--- config.mk ---
export PLATFORM = sky130hd
export DESIGN_NAME = led_seq_ctrl_flat
export DESIGN_NICKNAME = d
export VERILOG_FILES = /design/src/rtl/led_seq_pkg.sv /design/src/rtl/led_seq_ctrl_if.sv /design/src/rtl/led_step_prescaler.sv /design/src/rtl/led_seq_ctrl.sv /design/src/flat_wrapper.sv
export SDC_FILE = /design/constraint.sdc
export NUM_CORES = 1
export LEC_CHECK = 0
export ABC_AREA = 1
export BUFFER_PORTS_ARGS = -buffer_cell sky130_fd_sc_hd__buf_2
export CORE_UTILIZATION = 30
export DETAILED_ROUTE_END_ITERATION = 12
export GPL_ROUTABILITY_DRIVEN = 0
export PLACE_DENSITY = 0.52
export SYNTH_ARGS = -nofsm -noshare
export SYNTH_HDL_FRONTEND = slang
export SYNTH_SLANG_ARGS = --single-unit
--- constraint.sdc ---
create_clock -name clk -period 2 [get_ports clk]
set_input_delay 0.6 -clock clk [delete_from_list [all_inputs] [get_ports clk]]
set_output_delay 0.6 -clock clk [all_outputs]
set_load 0.02 [all_outputs]
--- src/rtl/led_seq_pkg.sv ---
// Shared encodings for the LED pattern sequencer: mode and FSM state codes,
// plus the initial-pattern selection used when a new mode is loaded.
package led_seq_pkg;

  typedef enum logic [1:0] {
    MODE_BOUNCE = 2'd0,
    MODE_ROTATE = 2'd1,
    MODE_FILL   = 2'd2,
    MODE_BLINK  = 2'd3
  } mode_e;

  typedef enum logic {
    ST_RUN  = 1'b0,
    ST_LOAD = 1'b1
  } state_e;

  // Initial patterns are width-independent kinds; the top expands them to WIDTH.
  typedef enum logic [1:0] {
    INIT_ONE_HOT = 2'd0,
    INIT_ZEROS   = 2'd1,
    INIT_ONES    = 2'd2
  } init_kind_e;

  function automatic init_kind_e init_kind(mode_e m);
    init_kind_e k;
    unique case (m)
      MODE_BOUNCE: k = INIT_ONE_HOT;
      MODE_ROTATE: k = INIT_ONE_HOT;
      MODE_FILL:   k = INIT_ZEROS;
      MODE_BLINK:  k = INIT_ONES;
      default:     k = INIT_ONE_HOT;
    endcase
    return k;
  endfunction

endpackage

--- src/rtl/led_seq_ctrl_if.sv ---
// Command port of the LED sequencer: mode/period requests over valid/ready.
interface led_seq_ctrl_if #(
  parameter int PERIOD_W = 24
);
  // A command transfers on a rising edge where cmd_valid && cmd_ready; the
  // master holds cmd_mode/cmd_period stable while cmd_valid is high and not
  // yet accepted, and cmd_ready never depends on cmd_valid.
  logic                cmd_valid;
  logic                cmd_ready;
  logic [1:0]          cmd_mode;
  logic [PERIOD_W-1:0] cmd_period;

  modport master (
    output cmd_valid,
    output cmd_mode,
    output cmd_period,
    input  cmd_ready
  );

  modport slave (
    input  cmd_valid,
    input  cmd_mode,
    input  cmd_period,
    output cmd_ready
  );

endinterface

--- src/rtl/led_step_prescaler.sv ---
// Step-rate down-counter: ticks once every period_eff unpaused cycles and
// restarts from period_eff-1 whenever load is asserted.
module led_step_prescaler #(
  parameter int PERIOD_W       = 24,
  parameter int DEFAULT_PERIOD = 300000
) (
  input  logic                clk,
  input  logic                rst_n,
  input  logic                load_i,
  input  logic [PERIOD_W-1:0] period_eff_i,
  input  logic                pause_i,
  output logic                tick_o
);

  localparam logic [PERIOD_W-1:0] PERIOD_ONE  = PERIOD_W'(1);
  localparam logic [PERIOD_W-1:0] RESET_COUNT = PERIOD_W'(DEFAULT_PERIOD - 1);

  logic [PERIOD_W-1:0] count_q;
  logic [PERIOD_W-1:0] count_d;

  // Load wins over pause so a mode change always restarts a full interval.
  always_comb begin
    count_d = count_q;
    tick_o  = 1'b0;
    if (load_i) begin
      count_d = period_eff_i - PERIOD_ONE;
    end else if (!pause_i) begin
      if (count_q == '0) begin
        tick_o  = 1'b1;
        count_d = period_eff_i - PERIOD_ONE;
      end else begin
        count_d = count_q - PERIOD_ONE;
      end
    end
  end

  always_ff @(posedge clk or negedge rst_n) begin
    if (!rst_n) begin
      count_q <= RESET_COUNT;
    end else begin
      count_q <= count_d;
    end
  end

endmodule

--- src/rtl/led_seq_ctrl.sv ---
// LED animation sequencer: owns the shared LED bus, steps one of four patterns
// at a programmable rate and accepts mode/period changes over a command port.
module led_seq_ctrl
  import led_seq_pkg::*;
#(
  parameter int WIDTH          = 16,
  parameter int PERIOD_W       = 24,
  parameter int DEFAULT_PERIOD = 300000
) (
  input  logic               clk,
  input  logic               rst_n,
  led_seq_ctrl_if.slave      cmd,
  input  logic               pause,
  output logic [WIDTH-1:0]   leds,
  output logic [1:0]         mode,
  output logic               step_pulse,
  output state_e             dbg_state_o
);

  localparam logic [PERIOD_W-1:0] PERIOD_ONE     = PERIOD_W'(1);
  localparam logic [PERIOD_W-1:0] PERIOD_DEFAULT = PERIOD_W'(DEFAULT_PERIOD);
  localparam logic [WIDTH-1:0]    LEDS_ONE_HOT   = WIDTH'(1);

  state_e              state_q;
  mode_e               mode_q;
  logic [PERIOD_W-1:0] period_q;
  logic [WIDTH-1:0]    leds_q;
  logic                dir_q;
  logic                pulse_q;

  logic                accept;
  logic                tick;
  logic [PERIOD_W-1:0] cmd_period_eff;
  logic [WIDTH-1:0]    step_leds_d;
  logic                step_dir_d;
  logic [WIDTH-1:0]    init_leds;

  assign cmd.cmd_ready  = (state_q == ST_RUN);
  assign accept         = cmd.cmd_valid && cmd.cmd_ready;
  assign cmd_period_eff = (cmd.cmd_period == '0) ? PERIOD_ONE : cmd.cmd_period;

  // period_q already holds the new period while in LOAD, so the reload uses it.
  led_step_prescaler #(
    .PERIOD_W       (PERIOD_W),
    .DEFAULT_PERIOD (DEFAULT_PERIOD)
  ) u_prescaler (
    .clk          (clk),
    .rst_n        (rst_n),
    .load_i       (state_q == ST_LOAD),
    .period_eff_i (period_q),
    .pause_i      (pause),
    .tick_o       (tick)
  );

  // dir_q is the bounce direction (0 = left) or the fill phase (0 = fill).
  always_comb begin
    step_leds_d = leds_q;
    step_dir_d  = dir_q;
    unique case (mode_q)
      MODE_BOUNCE: begin
        if (!dir_q && leds_q[WIDTH-1]) begin
          step_dir_d = 1'b1;
        end else if (dir_q && leds_q[0]) begin
          step_dir_d = 1'b0;
        end
        step_leds_d = step_dir_d ? (leds_q >> 1) : (leds_q << 1);
      end
      MODE_ROTATE: begin
        step_leds_d = {leds_q[WIDTH-2:0], leds_q[WIDTH-1]};
      end
      MODE_FILL: begin
        if (!dir_q && (&leds_q)) begin
          step_dir_d = 1'b1;
        end else if (dir_q && (leds_q == '0)) begin
          step_dir_d = 1'b0;
        end
        step_leds_d = {leds_q[WIDTH-2:0], ~step_dir_d};
      end
      MODE_BLINK: begin
        step_leds_d = ~leds_q;
      end
      default: begin
        step_leds_d = leds_q;
      end
    endcase
  end

  always_comb begin
    init_leds = LEDS_ONE_HOT;
    unique case (init_kind(mode_q))
      INIT_ONE_HOT: init_leds = LEDS_ONE_HOT;
      INIT_ZEROS:   init_leds = '0;
      INIT_ONES:    init_leds = '1;
      default:      init_leds = LEDS_ONE_HOT;
    endcase
  end

  // A step and a command accept may share an edge: the step lands first and
  // the LOAD cycle overwrites the pattern on the following edge.
  always_ff @(posedge clk or negedge rst_n) begin
    if (!rst_n) begin
      state_q  <= ST_RUN;
      mode_q   <= MODE_BOUNCE;
      period_q <= PERIOD_DEFAULT;
      leds_q   <= LEDS_ONE_HOT;
      dir_q    <= 1'b0;
      pulse_q  <= 1'b0;
    end else begin
      unique case (state_q)
        ST_RUN: begin
          pulse_q <= tick;
          if (tick) begin
            leds_q <= step_leds_d;
            dir_q  <= step_dir_d;
          end
          if (accept) begin
            mode_q   <= mode_e'(cmd.cmd_mode);
            period_q <= cmd_period_eff;
            state_q  <= ST_LOAD;
          end
        end
        ST_LOAD: begin
          leds_q  <= init_leds;
          dir_q   <= 1'b0;
          pulse_q <= 1'b0;
          state_q <= ST_RUN;
        end
        default: begin
          state_q <= ST_RUN;
        end
      endcase
    end
  end

  assign leds        = leds_q;
  assign mode        = mode_q;
  assign step_pulse  = pulse_q;
  assign dbg_state_o = state_q;

endmodule

--- src/flat_wrapper.sv ---
// flat-port wrapper written by rule: the top's interface ports become plain ports
module led_seq_ctrl_flat import led_seq_pkg::*;
#(
  parameter int WIDTH          = 16,
  parameter int PERIOD_W       = 24,
  parameter int DEFAULT_PERIOD = 300000
)
  (clk, rst_n, pause, leds, mode, step_pulse, dbg_state_o, cmd_cmd_valid, cmd_cmd_mode, cmd_cmd_period, cmd_cmd_ready);
  led_seq_ctrl_if #(.PERIOD_W(PERIOD_W)) cmd_i ();
  input  logic clk;
  input  logic rst_n;
  input  logic pause;
  output logic [WIDTH-1:0] leds;
  output logic [1:0] mode;
  output logic step_pulse;
  output state_e dbg_state_o;
  input wire logic [$bits(cmd_i.cmd_valid)-1:0] cmd_cmd_valid;
  input wire logic [$bits(cmd_i.cmd_mode)-1:0] cmd_cmd_mode;
  input wire logic [$bits(cmd_i.cmd_period)-1:0] cmd_cmd_period;
  output wire logic [$bits(cmd_i.cmd_ready)-1:0] cmd_cmd_ready;
  assign cmd_i.cmd_valid = cmd_cmd_valid;
  assign cmd_i.cmd_mode = cmd_cmd_mode;
  assign cmd_i.cmd_period = cmd_cmd_period;
  assign cmd_cmd_ready = cmd_i.cmd_ready;
  led_seq_ctrl #(.WIDTH(WIDTH), .PERIOD_W(PERIOD_W), .DEFAULT_PERIOD(DEFAULT_PERIOD)) u_core (.clk(clk), .rst_n(rst_n), .cmd(cmd_i), .pause(pause), .leds(leds), .mode(mode), .step_pulse(step_pulse), .dbg_state_o(dbg_state_o));
endmodule
==> metrics.csv <==
metric,value,unit
status,"complete, no violations",
Worst-Margin Slew,546,ps
root buffer cell,clkbuf_16,
Final Cycle Share,0.935,
synth warn,0,
Worst-path clk slew,60,ps
Clock Sinks,69,
Remaining DRCs,0,
final antenna-violating net count,0,
CP Cell Sequence,inv_2 -> buf_2,
Die Ht,133,um
Clk pwr share,0.289,
GR Util met2,0.255,
largest net degree at the start of global routing,70,
P_int,3550,uW
dominant synthesized flop cell,dfrtp_1,
Worst IR Drop VDD,0.420,mV
CP arrival,1270,ps
Mapped Cells,773,
Post-Place Worst Slack,131,ps
pwr dens,979,nW/um2
Fin. Hold Viols,0,
GRT Util Overall,0.171,
drt pass-1 iters,5,
hpwl dp,10500,um
vias per inst,4.71,
Slew Limit Fails,0,
Core Area,16700,um2
Psw,2300,uW
Critical Path Start Type,register,
CP max FO,13,
hold crit path type,in -> async,
Yosys reg bits,69,
final instance area,5970,um2
post-route worst setup slack,130,ps
Top Usage Layer GRT,met2,
WS Path Type,reg -> out,
"commonest non-fill, non-tap cell in the layout",nand2_1,
Setup TNS Final,0,ps
Initial Utilization,0.308,
Synth Net Count,806,
top-area cell type share of the netlist area,0.233,
initial antenna violation count,0,
fin crit period,1870,ps
per-cell routed wire length,13.4,um
library cells used by synthesis,36,
Seq pwr share,0.366,
row cnt,47,
P&R area growth vs syn,15.9,%
GRT Residual Overflow,0,
"commonest cells after routing, fill and taps aside","nand2_1, nor2_1, inv_1",
Sw Ratio,0.393,
"Seq/Total Area, Yosys",0.340,
Worst-Skew Late Latency,340,ps
Achievable Freq,535,MHz
"EDFF count, synth",0,
CTS tree,done,
via count,4926,
ys async rst share,1.00,
Final setup viols,0,
Final nets,853,
dpl cell area,5660,um2
H-tree depth,3,
Synth area leaders,"dfrtp_1, nand2_1, dfstp_2",
layout cells sized above 1,0.182,
total die area,17700,um2
placed cell count,1029,
port buffer count,50,
final WL,14000,um
RSZ-0062 raised after global routing,no,
Post-CTS Hold Fix Bufs,0,
ant diodes,0,
synthesized cell area,5150,um2
cts bufs inserted,9,
vias in the first global route,4700,
Layout Utilization,0.358,
Die Wd,133,um
Clock Skew,7.71,ps
fin cells,1045,
global-route wire length before repair,23900,um
grt met1 use,0.247,
Initial DRC Count,255,
Worst path max stage delay,380,ps
"Slowest-stage cell, CP",dfrtp_1,
worst-case clock buffer depth,2,
Yosys top cell by area,dfrtp_1,
MaxCap Viol Count,0,
combinational group share of total power,0.345,
I/O pins,51,
leakage,0.00275,uW
met3 global-route usage,0.0199,
Mapped Avg Cell Area,6.66,um2
Critical Path Sink Type,output port,
CP required,1400,ps
headroom to the max-slew limit,0.635,
==> stage by stage <==
stage	power, uW	hold slack [ps]
after floorplan	3570	304
after global placement	4190	483
after detailed placement	4190	488
after CTS	5910	301
after global routing	6290	325
final	5850	283
==> cell families (layout without fill, tap and decap cells) <==
| logic type | after synthesis | in the layout | synth area share |
|---|---|---|---|
| AND/OR/NAND/NOR | 430 | 430 | 0.370 |
| AO/OA/AOI/OAI | 139 | 139 | 0.148 |
| buffers and inverters | 112 | 164 | 0.101 |
| flip-flops | 69 | 69 | 0.340 |
| XOR/XNOR | 20 | 20 | 0.0340 |
| adder cells (fa/ha/maj) | 3 | 3 | 0.00729 |
==> what timing repair did <==
item	in CTS	in global routing
setup endpoints to repair	0	1
buffers inserted	0	0
resized for setup	0	1
==> sequential cells by signal (all words and copies together) (netlist names) <==
signal / flops
u_core.dbg_state_o: 1
u_core.dir_q: 1
u_core.leds: 16
u_core.mode: 2
u_core.period_q: 24
u_core.step_pulse: 1
u_core.u_prescaler.count_q: 24
==> routing by layer <==
layer | wire length (um) | vias up
li1 | - | 2569
met1 | 7330 | 2236
met2 | 5980 | 101
met3 | 418 | 20
met4 | 315 | 0
met5 | 0 | -
==> power by group through the flow <==
stage,Combinational [uW],Sequential [uW],Clock (uW)
final,2020,2140,1690
after global routing,2310,2200,1780
after CTS,2030,2140,1740
after detailed placement,2030,2160,0
after global placement,2030,2160,0
after floorplan,1380,2190,0
==> cells in the mapped netlist, drive strengths merged, types with 4 or more instances <==
master	instances
a21oi	32
buf	26
dfrtp	48
dfstp	21
inv	81
nand2	242
nand3	59
nand4	14
nor2	104
nor3	5
o211ai	4
o21ai	101
xnor2	4
xor2	16
==> worst paths after layout <==
check	cells past startpoint	slack, ps	endpoint	start
worst max-delay path	2	130	cmd_cmd_ready	u_core.dbg_state_o
worst min-delay path	2	280	u_core.period_q[0]	rst_n
worst max register to register	12	160	u_core.u_prescaler.count_q[22]	u_core.u_prescaler.count_q[0]
worst min register to register	2	490	u_core.u_prescaler.count_q[18]	u_core.u_prescaler.count_q[18]
max in group asynchronous	2	1360	u_core.leds[0]	rst_n
min in group clk	3	450	u_core.mode[1]	cmd_cmd_mode[1]
==> critical path: cells and delay by family (launching register included) <==
family	cells	cell delay (ps)
flip-flops	1	380
buffers and inverters	2	540
==> layout make-up <==
class,instances,area (um2)
clock inverters,3,42.5
inverters,83,322
repair buffers,65,425
clock buffers,13,270
fillers,1866,10700
multi-input cells,592,2880
well taps,220,275
flip-flops and latches,69,1750
Power figures use the tool's default switching activity.
